[src/rtl/mem_arb_pkg.sv]
// Shared types for the fetch/data memory port arbiter: FSM states and the
// latched memory command. The command field widths track the default port widths.
package mem_arb_pkg;

    localparam int MEM_ADDR_W = 32;
    localparam int MEM_DATA_W = 32;
    localparam int MEM_BE_W   = MEM_DATA_W / 8;
    localparam int STARVE_W   = 4;

    typedef enum logic [1:0] {
        IDLE   = 2'd0,
        BUSY_I = 2'd1,
        BUSY_D = 2'd2
    } arb_state_t;

    typedef struct packed {
        logic                  we;
        logic [MEM_ADDR_W-1:0] addr;
        logic [MEM_DATA_W-1:0] wdata;
        logic [MEM_BE_W-1:0]   be;
    } mem_cmd_t;

endpackage

[src/rtl/mem_port_arbiter.sv]
// Arbitrates one single-port memory between instruction fetch and data accesses.
// Data wins contested grants until STARVE_MAX consecutive wins force a fetch grant.
module mem_port_arbiter
    import mem_arb_pkg::*;
#(
    parameter int ADDR_W     = MEM_ADDR_W,
    parameter int DATA_W     = MEM_DATA_W,
    parameter int STARVE_MAX = 4
) (
    input  logic                clk,
    input  logic                reset,
    input  logic                ireq,
    input  logic [ADDR_W-1:0]   iaddr,
    output logic [DATA_W-1:0]   irdata,
    output logic                ivalid,
    input  logic                dreq,
    input  logic                dwe,
    input  logic [ADDR_W-1:0]   daddr,
    input  logic [DATA_W-1:0]   dwdata,
    input  logic [DATA_W/8-1:0] dbe,
    output logic [DATA_W-1:0]   drdata,
    output logic                dvalid,
    output logic                mem_req,
    output logic                mem_we,
    output logic [ADDR_W-1:0]   mem_addr,
    output logic [DATA_W-1:0]   mem_wdata,
    output logic [DATA_W/8-1:0] mem_be,
    input  logic [DATA_W-1:0]   mem_rdata,
    input  logic                mem_ack
);

    localparam logic [STARVE_W-1:0] STARVE_LIMIT = STARVE_W'(STARVE_MAX);

    arb_state_t          state, state_next;
    logic [STARVE_W-1:0] starve_cnt, starve_next;
    mem_cmd_t            cmd_q, cmd_next;

    // Valid/ready contract: a requester raises req with stable fields and holds
    // them until its valid pulse; memory holds mem_req until a one-cycle mem_ack.
    always_ff @(posedge clk) begin
        if (reset) begin
            state      <= IDLE;
            starve_cnt <= '0;
            cmd_q      <= '0;
        end else begin
            state      <= state_next;
            starve_cnt <= starve_next;
            cmd_q      <= cmd_next;
        end
    end

    always_comb begin
        state_next  = state;
        starve_next = starve_cnt;
        cmd_next    = cmd_q;
        unique case (state)
            IDLE: begin
                if (dreq && !(ireq && starve_cnt == STARVE_LIMIT)) begin
                    state_next     = BUSY_D;
                    cmd_next.we    = dwe;
                    cmd_next.addr  = daddr;
                    cmd_next.wdata = dwdata;
                    cmd_next.be    = dbe;
                    if (ireq && starve_cnt != STARVE_LIMIT) begin
                        starve_next = starve_cnt + 1'b1;
                    end
                end else if (ireq) begin
                    state_next     = BUSY_I;
                    cmd_next.we    = 1'b0;
                    cmd_next.addr  = iaddr;
                    cmd_next.wdata = '0;
                    cmd_next.be    = '1;
                    starve_next    = '0;
                end
            end
            BUSY_I, BUSY_D: begin
                // Returning to IDLE for one cycle lets requesters drop req after valid.
                if (mem_ack) begin
                    state_next = IDLE;
                end
            end
            default: state_next = IDLE;
        endcase
    end

    assign mem_req   = (state != IDLE);
    assign mem_we    = cmd_q.we;
    assign mem_addr  = cmd_q.addr;
    assign mem_wdata = cmd_q.wdata;
    assign mem_be    = cmd_q.be;

    assign ivalid = (state == BUSY_I) && mem_ack;
    assign dvalid = (state == BUSY_D) && mem_ack;
    assign irdata = mem_rdata;
    assign drdata = mem_rdata;

endmodule

[config.mk]
export PLATFORM = sky130hd
export DESIGN_NAME = mem_port_arbiter
export DESIGN_NICKNAME = d
export VERILOG_FILES = /design/src/rtl/mem_arb_pkg.sv /design/src/rtl/mem_port_arbiter.sv
export SDC_FILE = /design/constraint.sdc
export NUM_CORES = 1
export LEC_CHECK = 0
export BUFFER_PORTS_ARGS = -buffer_cell sky130_fd_sc_hd__buf_2
export CORE_UTILIZATION = 34
export DETAILED_ROUTE_END_ITERATION = 16
export PLACE_DENSITY = 0.72
export SYNTH_ARGS = -nofsm -noshare
export SYNTH_HDL_FRONTEND = slang
export SYNTH_SLANG_ARGS = --single-unit
[constraint.sdc]
create_clock -name clk -period 1.52 [get_ports clk]
set_input_delay 0.304 -clock clk [delete_from_list [all_inputs] [get_ports clk]]
set_output_delay 0.304 -clock clk [all_outputs]
set_load 0.02 [all_outputs]
==> flow_metrics.env <==
export IMPL_hp_class="in2reg"
export IMPL_ys_types=29
export IMPL_clkSlewWorstSetupHoldPaths_ns=0.08
export IMPL_drive_gt1_share_pct=45.33
export IMPL_cts_tree="built"
export IMPL_layout_common_cells="buf_2, dfxtp_1, a32oi_1"
export IMPL_place_area_mm2=0.004255
export IMPL_wl_per_cell_um=16.98
export IMPL_h_tree_depth=3
export IMPL_ant_nets=0
export IMPL_report_final_slew_viol_count=0
export IMPL_synthCells=395
export IMPL_io_pins=274
export IMPL_hold_violations=0
export IMPL_powerDensity_mw_per_mm2=1078
export IMPL_ys_seq_area_share_pct=41.05
export IMPL_hold_buffers=0
export IMPL_postSynthNetCount=538
export IMPL_n_antenna_cell=0
export IMPL_setup_ws_ns=0.03722
export IMPL_rows=37
export IMPL_clock_path_buffers=2
export IMPL_insertion_delay_ns=0.35
export IMPL_area_growth_pct=24.53
export IMPL_min_period_over_period_pct=97.55
export IMPL_port_buffers=177
export IMPL_critPathTopFamily="flip-flops"
export IMPL_rsz0062_at_grt="true"
export IMPL_period_minus_slack_ns=1.483
export IMPL_setup_viol=0
export IMPL_path_cells="inv_2, ha_2, and2_4, buf_6"
export IMPL_yosysWarnings=0
export IMPL_grt_ovfl_total=0
export IMPL_final_nets=641
export IMPL_critPathLaunchType="register"
export IMPL_num_vias=3458
export IMPL_cts_sinks=75
export IMPL_ir_worst_vdd_mv=0.4397
export IMPL_finalWirelength_mm=10.85
export IMPL_dr_pass1_iters=4
export IMPL_layout_commonest_cell="buf_2"
export IMPL_critPathBufInv=2
export IMPL_hold_slack_ns=0.1795
export IMPL_status="complete, no violations"
export IMPL_syn_area_per_cell_um2=9.259
export IMPL_synth_seq_cells=75
export IMPL_cp_arrival_ns=1.18
export IMPL_core_area_mm2=0.01037
export IMPL_die_width_um=105.7
export IMPL_cts_inserted_buffers=9
export IMPL_synth_edff_count=0
export IMPL_dieArea_mm2=0.01118
export IMPL_worst_setup_path_end_kind="primary output"
export IMPL_async_flop_share_pct=0
export IMPL_drcViolationCount=0
export IMPL_cpPeakStageDelay_ns=0.35
export IMPL_crit_path_top_delay_cell="dfxtp_2"
export IMPL_grt_pass1_vias=3354
export IMPL_relSlewSlack_pct=83.60
export IMPL_syn_cell_area_mm2=0.003657
export IMPL_crit_required_ns=1.22
export IMPL_dp_hpwl_mm=7.895
export IMPL_gp_congestion=0.7522
export IMPL_critical_path_class="reg2out"
export IMPL_grt_total_usage_pct=19.05
export IMPL_skew_ns=0.01364
export IMPL_ys_flop_type="dfxtp_1"
export IMPL_fmax_mhz=674.4
export IMPL_die_y_um=105.7
export IMPL_stdcell_area_mm2=0.004554
export IMPL_crit_fanout=3
export IMPL_grt_max_degree=42
export IMPL_start_util_pct=35.27
export IMPL_grt_pass1_wl_mm=16.79
export IMPL_cap_violations=0
export IMPL_antenna_found_initial=0
export IMPL_via_per_inst=5.412
export IMPL_root_buffer="clkbuf_8"
export IMPL_drt_iter0_markers=208
export IMPL_pre_cts_ws_ns=0.0003647
export IMPL_p_leak_nw=1.987
export IMPL_worstMarginPinSlew_ns=0.2460
[state kept, by name, summed over array words and instances (netlist names)]
name / cells
mem_addr: 32
mem_wdata: 32
mem_be: 4
starve_cnt: 4
state: 2
mem_we: 1
[area by class of cell]
| type | instances | area [um^2] |
|---|---|---|
| fill | 1040 | 5816 |
| sequential | 75 | 1504 |
| multi-input combinational | 205 | 1458 |
| timing repair buffer | 197 | 1191 |
| tap | 136 | 170.2 |
| clock buffer | 11 | 141.4 |
| clock inverter | 5 | 52.55 |
| inverter | 10 | 37.54 |
[per-stage QoR]
step,std cells,power [mW],setup TNS [ns],utilization [%]
after global placement,622,3.382,0,41.04
after floorplan,395,3.178,0,-
after global routing,639,5.155,-0.06064,43.92
final,639,4.910,0,43.92
after detailed placement,622,3.403,0,41.04
after CTS,637,4.953,0,43.22
[synthesized netlist by cell type, types with 2 or more instances]
master	instances	share of area, %
nor3_1	3	0.41
nor2_1	33	3.4
buf_6	7	2.2
o21ai_0	3	0.41
o211ai_1	33	6.8
nand3_1	3	0.41
a32oi_1	65	16
clkbuf_1	18	1.8
buf_4	70	14
dfxtp_1	75	41
o21a_1	5	1.0
inv_1	9	0.92
ha_1	5	1.7
nand2_1	2	0.21
buf_2	10	1.4
a21oi_1	38	5.2
and2_1	4	0.68
[worst paths after layout]
kind              depth (start not counted)  slack (ns)                          to                  startpoint
hold reg to reg                           2        0.49  mem_wdata[27]$_SDFFE_PP0P_  mem_wdata[27]$_SDFFE_PP0P_
hold / removal                            2        0.18      mem_be[1]$_SDFFE_PP0P_                      dbe[1]
setup reg to reg                          6        0.06    mem_addr[7]$_SDFFE_PP0P_       state[1]$_SDFFE_PP0P_
setup / recovery                          4        0.04                      dvalid       state[0]$_SDFFE_PP0P_
[report_power, final]
group          leakage (nW)  switching (mW)  internal, mW
Sequential            0.618          0.0867          2.12
Combinational          1.27           0.674         0.505
Clock                0.0991           0.726         0.796
[timing repair]
item                                    CTS  global route
pin swaps                                 1             0
buffers inserted                          0             2
endpoints found under the setup margin    4            23
gates resized for setup                  15            10
[per-layer routing]
layer	share of wire (%)	vias to the layer above	global-route usage, %
met5	0	-	0
met4	1.3	0	8.333
met3	8.4	16	5.071
met2	51	198	33.10
met1	39	1626	21.85
li1	-	1618	-
[cell families (layout without fill, tap and decap cells)]
| family | count (synthesis) | after routing | share of synthesized area, % |
|---|---|---|---|
| adders and majority gates | 5 | 5 | 1.711 |
| and+or+nand+nor | 51 | 51 | 6.295 |
| AOI/OAI and AO/OA | 146 | 146 | 29.42 |
| DFF | 75 | 75 | 41.05 |
| muxes | 1 | 1 | 0.2737 |
| xor gates and xnor gates | 2 | 2 | 0.4790 |
| buffers and inverters | 115 | 223 | 20.77 |
Note: power is estimated with default switching activity, not from simulation.
